**config.mk**
```make
export PLATFORM = sky130hd
export DESIGN_NAME = seg_scan_ctrl
export DESIGN_NICKNAME = d
export VERILOG_FILES = /design/src/rtl/seg_scan_ctrl.sv
export SDC_FILE = /design/constraint.sdc
export NUM_CORES = 1
export LEC_CHECK = 0
export ABC_AREA = 1
export CORE_MARGIN = 2
export CORE_UTILIZATION = 57
export DETAILED_ROUTE_END_ITERATION = 10
export GPL_ROUTABILITY_DRIVEN = 0
export PLACE_DENSITY = 0.85
export RECOVER_POWER = 100
export SLEW_MARGIN = 20
export SYNTH_ARGS = -nofsm -noshare
export SYNTH_HDL_FRONTEND = slang
export SYNTH_SLANG_ARGS = --single-unit
export TNS_END_PERCENT = 10
```
**constraint.sdc**
```tcl
create_clock -name clk -period 3.55 [get_ports clk]
set_clock_uncertainty 0.2 [all_clocks]
set_input_delay 0.71 -clock clk [delete_from_list [all_inputs] [get_ports clk]]
set_output_delay 0.71 -clock clk [all_outputs]
set_load 0.01 [all_outputs]
```
**src/rtl/seg_scan_ctrl.sv**
```systemverilog
// seg_scan_ctrl: self-timed multiplexer for a common-anode seven-segment display.
// It owns its own prescaler and scan counter. Each frame works from a coherent
// snapshot of the display inputs, so the image cannot tear mid-frame. On top of
// plain multiplexing it adds leading-zero blanking, per-digit blink and 16-level
// PWM brightness. All outputs are registered: the values computed from the
// state in cycle t appear on the pins in cycle t+1.
module seg_scan_ctrl #(
  parameter int DIGITS        = 8,
  parameter int SCAN_DIV      = 50000,
  parameter int BLINK_FRAMES  = 128,
  parameter int AN_ACTIVE_LOW = 1,
  localparam int SW           = (DIGITS > 1) ? $clog2(DIGITS) : 1
) (
  input  logic                  clk,
  input  logic                  rst,
  input  logic [4*DIGITS-1:0]   hexs,
  input  logic [DIGITS-1:0]     point,
  input  logic [DIGITS-1:0]     les,
  input  logic [DIGITS-1:0]     blink,
  input  logic                  lzb,
  input  logic [3:0]            brightness,
  output logic [3:0]            hexo,
  output logic                  p,
  output logic                  le,
  output logic [DIGITS-1:0]     an,
  output logic [SW-1:0]         scan,
  output logic                  frame_tick
);

  localparam int PW = $clog2(SCAN_DIV);
  localparam int BW = (BLINK_FRAMES > 1) ? $clog2(BLINK_FRAMES) : 1;
  localparam logic [DIGITS-1:0] AN_IDLE = (AN_ACTIVE_LOW != 0) ? {DIGITS{1'b1}} : {DIGITS{1'b0}};

  logic [PW-1:0]       pre;
  logic [SW-1:0]       scan_idx;
  logic [BW-1:0]       blink_cnt;
  logic                blink_phase;
  logic                load_pend;

  logic [4*DIGITS-1:0] snap_hexs;
  logic [DIGITS-1:0]   snap_point;
  logic [DIGITS-1:0]   snap_les;
  logic [DIGITS-1:0]   snap_blink;
  logic                snap_lzb;
  logic [3:0]          snap_bright;

  logic                pre_wrap;
  logic                frame_end;
  logic                zero_run;
  logic [DIGITS-1:0]   lz_blank;
  logic [DIGITS-1:0]   blank_vec;
  logic [DIGITS-1:0]   one_hot;
  logic [3:0]          cur_hex;
  logic                cur_point;
  logic                cur_blank;
  logic                cur_lit;
  logic [DIGITS-1:0]   an_next;

  assign pre_wrap  = (pre == PW'(SCAN_DIV - 1));
  assign frame_end = pre_wrap && (scan_idx == SW'(DIGITS - 1));

  // Prescaler and digit scan counter; scan advances once per slot and wraps at DIGITS-1.
  always_ff @(posedge clk) begin
    if (rst) begin
      pre      <= '0;
      scan_idx <= '0;
    end else begin
      pre <= pre_wrap ? '0 : pre + PW'(1);
      if (pre_wrap) begin
        scan_idx <= (scan_idx == SW'(DIGITS - 1)) ? '0 : scan_idx + SW'(1);
      end
    end
  end

  // Blink timebase: count frame ends and flip the blink phase every BLINK_FRAMES frames.
  always_ff @(posedge clk) begin
    if (rst) begin
      blink_cnt   <= '0;
      blink_phase <= 1'b0;
    end else if (frame_end) begin
      if (blink_cnt == BW'(BLINK_FRAMES - 1)) begin
        blink_cnt   <= '0;
        blink_phase <= ~blink_phase;
      end else begin
        blink_cnt <= blink_cnt + BW'(1);
      end
    end
  end

  // Input snapshot: taken at each frame end, or on the first cycle after reset.
  always_ff @(posedge clk) begin
    if (rst) begin
      snap_hexs   <= '0;
      snap_point  <= '0;
      snap_les    <= '0;
      snap_blink  <= '0;
      snap_lzb    <= 1'b0;
      snap_bright <= '0;
      load_pend   <= 1'b1;
    end else if (frame_end || load_pend) begin
      snap_hexs   <= hexs;
      snap_point  <= point;
      snap_les    <= les;
      snap_blink  <= blink;
      snap_lzb    <= lzb;
      snap_bright <= brightness;
      load_pend   <= 1'b0;
    end
  end

  // Leading-zero mask: walk from the top digit down, blanking while every nibble so far is zero.
  always_comb begin
    zero_run = 1'b1;
    lz_blank = '0;
    for (int i = DIGITS - 1; i >= 0; i--) begin
      zero_run = zero_run && (snap_hexs[4*i +: 4] == 4'h0);
      if (i > 0) lz_blank[i] = zero_run && snap_lzb;
    end
  end

  // Per-cycle selection of the active digit's nibble, point, blank state and anode drive.
  always_comb begin
    blank_vec          = snap_les | (blink_phase ? snap_blink : '0) | lz_blank;
    one_hot            = '0;
    one_hot[scan_idx]  = 1'b1;
    cur_hex            = snap_hexs[{scan_idx, 2'b00} +: 4];
    cur_point          = snap_point[scan_idx];
    cur_blank          = blank_vec[scan_idx];
    cur_lit            = (pre[3:0] <= snap_bright);
    an_next            = AN_IDLE;
    if (cur_lit && !cur_blank) begin
      an_next = (AN_ACTIVE_LOW != 0) ? ~one_hot : one_hot;
    end
  end

  // Output register stage; reset drives a blank, all-anodes-off display.
  always_ff @(posedge clk) begin
    if (rst) begin
      hexo       <= 4'h0;
      p          <= 1'b0;
      le         <= 1'b1;
      an         <= AN_IDLE;
      scan       <= '0;
      frame_tick <= 1'b0;
    end else begin
      hexo       <= cur_hex;
      p          <= cur_point;
      le         <= cur_blank;
      an         <= an_next;
      scan       <= scan_idx;
      frame_tick <= frame_end;
    end
  end

endmodule

```
Yosys cells after proc, flatten, opt, wreduce, memory -nomap -nowiden
Cells that the tools add are included.
{"block": "totals", "reg_bits": 107, "inputBits": 63}
{"block": "classes", "n_shift": 1, "magnitude_cmp": 3, "n_addsub": 3, "eq_ne": 3, "bitwise": 5, "mux": 9, "reduce_logical": 28}
{"cell": "$shiftx 32x6->4", "n": 1}
{"cell": "$logic_not 4->1", "n": 7}
{"cell": "$add 16x1->16 const B", "n": 1}
{"cell": "$eq 16x16->1 const B", "n": 1}
{"cell": "$logic_and 1x1->1", "n": 16}
{"cell": "$or 8x8->8", "n": 2}
{"cell": "$mux 8", "n": 1}
{"cell": "$not 8->8", "n": 1}
{"cell": "$add 7x1->7 const B", "n": 1}
{"cell": "$eq 7x7->1 const B", "n": 1}
{"cell": "$mux 7", "n": 1}
{"cell": "$bmux 1 s3", "n": 2}
{"cell": "$le 4x4->1", "n": 1}
{"cell": "$lt 3x4->1 const B", "n": 1}
{"cell": "$reduce_or 2->1", "n": 2}
{"cell": "$add 3x1->3 const B", "n": 1}
{"cell": "$demux 1 s3", "n": 1}
{"cell": "$eq 3x3->1 const B", "n": 1}
{"cell": "$ge 3x1->1 const B", "n": 1}
{"cell": "$mux 1", "n": 3}
{"cell": "$mux 3", "n": 1}
{"cell": "$not 1->1", "n": 2}
{"cell": "$reduce_and 2->1", "n": 1}
{"cell": "$logic_not 1->1", "n": 1}
{"cell": "$logic_or 1x1->1", "n": 1}

Depth between registers and ports, before layout
{"block": "depth", "depth_word": 15, "mapped_depth": 13, "ltp_nobuf": 12}

Worst setup path after synthesis
No wires, ideal clock.
{"block": "synth_path", "path_kind": "reg2reg", "start": "register pre[0]", "end": "register snap_hexs[16]", "synth_period_minus_slack_ns": 1.927, "n_path_buf": 1, "setup_ns": 0.119, "setup_slack_ns": 1.623, "required_time_ns": 3.231, "stages_incl_launch_ff": 14, "arrival_time_ns": 1.608, "path_cell_list": "dfxtp_1 -> ha_1 -> nand2_1 -> inv_1 -> nand2_1 -> nor2_1 -> nand2_2 -> nor2_8 -> inv_4 -> nand2_8 -> inv_4 -> clkbuf_1 -> o21ai_0 -> a21oi_1"}
{"block": "synth_between", "elab_chain_cells": 3}
{"element": "from (decl)", "line": "34", "rtl": "logic [PW-1:0] pre;"}
{"element": "from (signal assigned)", "line": "68", "rtl": "pre <= pre_wrap ? '0 : pre + PW'(1);"}
{"element": "$eq 16x16->1", "line": "59", "rtl": "assign pre_wrap = (pre == PW'(SCAN_DIV - 1));"}
{"element": "$logic_and 1x1->1", "line": "60", "rtl": "assign frame_end = pre_wrap && (scan_idx == SW'(DIGITS - 1));"}
{"element": "$logic_or 1x1->1", "line": "100", "rtl": "end else if (frame_end || load_pend) begin"}
{"element": "to (signal assigned)", "line": "101", "rtl": "snap_hexs <= hexs;"}
{"element": "to (decl)", "line": "40", "rtl": "logic [4*DIGITS-1:0] snap_hexs;"}
No other way between the ends.
A chain may end at the register's enable or synchronous reset.

Worst setup path after layout
{"block": "layout_path", "start": "register scan_idx[0]", "end": "register an[6]"}
{"block": "layout_between", "elab_chain_cells": 6, "word_cells_on_any_way": 12, "classes_between": "2 x order compare; 4 x mux; 2 x bitwise; 4 x reduce/logical"}
{"element": "from (decl)", "line": "35", "rtl": "logic [SW-1:0] scan_idx;"}
{"element": "from (signal assigned)", "line": "70", "rtl": "scan_idx <= (scan_idx == SW'(DIGITS - 1)) ? '0 : scan_idx + SW'(1);"}
{"element": "parallel branches: the longest is 6 deep, another holds $lt 3x4->1"}
{"element": "to (signal assigned)", "line": "149", "rtl": "an <= an_next;"}
{"element": "to (decl)", "line": "25", "rtl": "output logic [DIGITS-1:0] an,"}
Several ways; the timed one is not identified. The select of a mux whose other input is x is not followed.

==> results.ini <==
[run_status]
outcome = completed

[finish]
final_nets = 756
drive_gt1_frac = 0.04203
register_area_um2 = 2142
multi_input_area_um2 = 2043
final_core_util = 0.7197
nFillCells = 620
syn2layout_area_growth_pct = 21.71
n_antenna_cell = 0

[logic_synthesis]
synth_top_family_by_area = simple AND/OR/NAND/NOR gates
ys.warnings.count = 0
yosys.area_share.adder = 0.02179
synth_edf_count = 0
synth_seq_area_share = 0.4664
synthXorXnorAreaFrac = 0.01144
ys_top_cells_by_area = dfxtp_1, o21ai_0, nor2_1, a21oi_1, inv_1
synth-simple-area-share = 0.2155
dominantRegCellSynth = dfxtp_1
muxShareOfSynthArea = 0
ys_ff_latch = 107
synth_top_area_share = 0.4664
yosysMostFrequentCell = nor2_1
ys_types = 32
synth_compound_area_frac = 0.1961
postSynthAreaPerCell_um2 = 7.432
synthArstFlopShare = 0
synthCells = 618
netlist_area_um2 = 4593
syn_nets = 689
synth_common_cells = nor2_1, dfxtp_1, o21ai_0, a21oi_1, inv_1
synth_area_leader_cell = dfxtp_1

[detailed_routing]
ant_nets = 0
drc = 0
detail_route.wl_per_cell_um = 13.91
drt_pass1_iterations = 6
via_per_inst = 5.497
routed_wirelength_um = 11010
dr_total_vias = 4354
drt_iter0_drc = 340

[placed_design]
io_buffers = 80
hpwl_um = 7997

[min_path]
hold_end = snap_point[4]
min_from = snap_point[4]
hold_depth = 2
hp-class = reg2reg

[cts]
post_cts_resize_count = 0
clk_path_buf_depth = 2
cts_hold_buffers = 0
h-tree-depth = 3
cts_tree = done
cts_setup_buffers = 0
clock-sinks = 107
path_clk_slew_ps = 100
numCtsBuffers = 9
clockRootBuffer = clkbuf_8
worst_skew_pair.late_latency_ps = 370

[floorplanning]
num_rows = 32
start_util = 0.5913
die_w_um = 93.77
core_area_um2 = 7767
dieArea_um2 = 8792
fp.dieH_um = 93.77
ios = 81

[critical_path]
startpoint_type = flip-flop
cp_top_family = flip-flops
crit_type = reg2reg
crit_chain = inv_1, clkbuf_1, nor3_1, nand3_1, nand2_1, nand2_1, a21oi_1, nand4_1
crit_top_cell = nand2_1
cpPeakStageDelay_ps = 640
cp-end-kind = flip-flop
path_buf_inv = 2
reg2reg_slack_ps = 770
crit_required_ps = 3550
cp.arrival_ps = 2780
reg2reg_to = an[6]
slowest_stage = dfxtp_1
rr_startpoint = scan_idx[0]
rr_worst_depth = 8
path_max_fanout = 16

[grt]
antenna_found_initial = 0
gr-usage-all-layers = 0.2568
grt_pass1_wl_um = 17790
globalRouteOverflowTotal = 0
grt_pass1_vias = 3984
grt_max_degree = 89

[timing]
tightest_slew_ps = 940.7
max_freq_mhz = 359.6
hold_slack_ps = 265.3
drv_slew = 0
setup_tns_ps = 0
period_share = 0.7833
rsz0062_at_grt = no
min_period_ps = 2781
relSlewSlack = 0.3729
finalHoldViolCount = 0
finalSetupViolations = 0

[power_and_ir_drop]
peakVddDrop_mv = 0.2651
power.leakage_nw = 2.234
power_density_nw_per_um2 = 397.5

[run]
max_cap_violations = 0

-- cell type report --
type,instances,area share
inverter,71,0.04857
multi-input combinational,411,0.3655
clock inverter,6,0.007162
clock buffer,10,0.02462
sequential,107,0.3832
tap,102,0.02283
timing repair buffer,85,0.1482
-- sequential cells by signal, summed over array words and instances (netlist names) --
register,flops
snap_hexs,32
load_pend,1
blink_phase,1
scan_idx,3
snap_bright,4
snap_point,8
frame_tick,1
hexo,4
le,1
pre,16
p,1
snap_blink,8
blink_cnt,7
an,8
scan,3
snap_lzb,1
snap_les,8
-- power by group --
group	internal (mW)	switching, mW
combinational	0.118	0.131
clock	0.275	0.413
sequential	1.26	0.0294
total	1.65	0.573
-- worst max-delay path by stage --
| stage | from | to | slack [ps] | cells after the start |
|---|---|---|---|---|
| final | scan_idx[0] | an[6] | 770 | 8 |
| after global routing | scan_idx[0] | an[6] | 470 | 8 |
| after CTS | scan_idx[0] | snap_hexs[13] | 900 | 9 |
| after detailed placement | rst | an[6] | 820 | 7 |
| after global placement | rst | an[6] | 870 | 7 |
| after floorplan | pre[0] | snap_hexs[16] | 1620 | 13 |
-- worst min-delay path: stages (launching register included) --
cell     delay (ps)
dfxtp_1         310
inv_1            60
a21oi_1          60
-- per-layer routing --
| metal | global-route usage | wire length (µm) | up-vias |
|---|---|---|---|
| met4 | 0.08454 | 221 | 0 |
| met5 | 0 | 0 | - |
| met3 | 0.05698 | 733 | 21 |
| li1 | - | - | 2183 |
| met2 | 0.4565 | 5609 | 178 |
| met1 | 0.3058 | 4449 | 1972 |
-- placed cells by master, fill, tap and decap left out, types with 2 or more instances in the layout --
cell,instances
a211oi_1,4
nand4_1,18
a41oi_1,5
nand2_1,56
buf_4,2
clkdlybuf4s50_1,61
clkbuf_8,10
nor2_1,113
inv_1,67
o211ai_1,4
inv_4,2
xor2_1,3
nor4_1,4
xnor2_1,3
nand3_1,16
nor3_1,11
clkinv_2,3
o21ai_0,85
clkbuf_1,2
dfxtp_1,107
ha_1,8
nand2_2,2
a21oi_1,71
dlygate4sd3_1,19
-- through the flow --
step                      area [µm²]  std cells  setup slack (ps)  total power, mW
after floorplan                 4593        618              1623            1.443
after global placement          5423        776             867.6            1.551
after detailed placement        5423        776             824.4            1.562
after CTS                       5600        792             898.0            2.235
after global routing            5590        792             471.9            2.319
final                           5590        792             769.3            2.222
-- cells by family after synthesis --
family | after synthesis
AND/OR/NAND/NOR | 226
AO/OA/AOI/OAI | 171
flip-flops | 107
buffers and inverters | 100
adder cells (fa/ha/maj) | 8
XOR/XNOR | 6
Note: power is estimated with default switching activity, not from simulation.
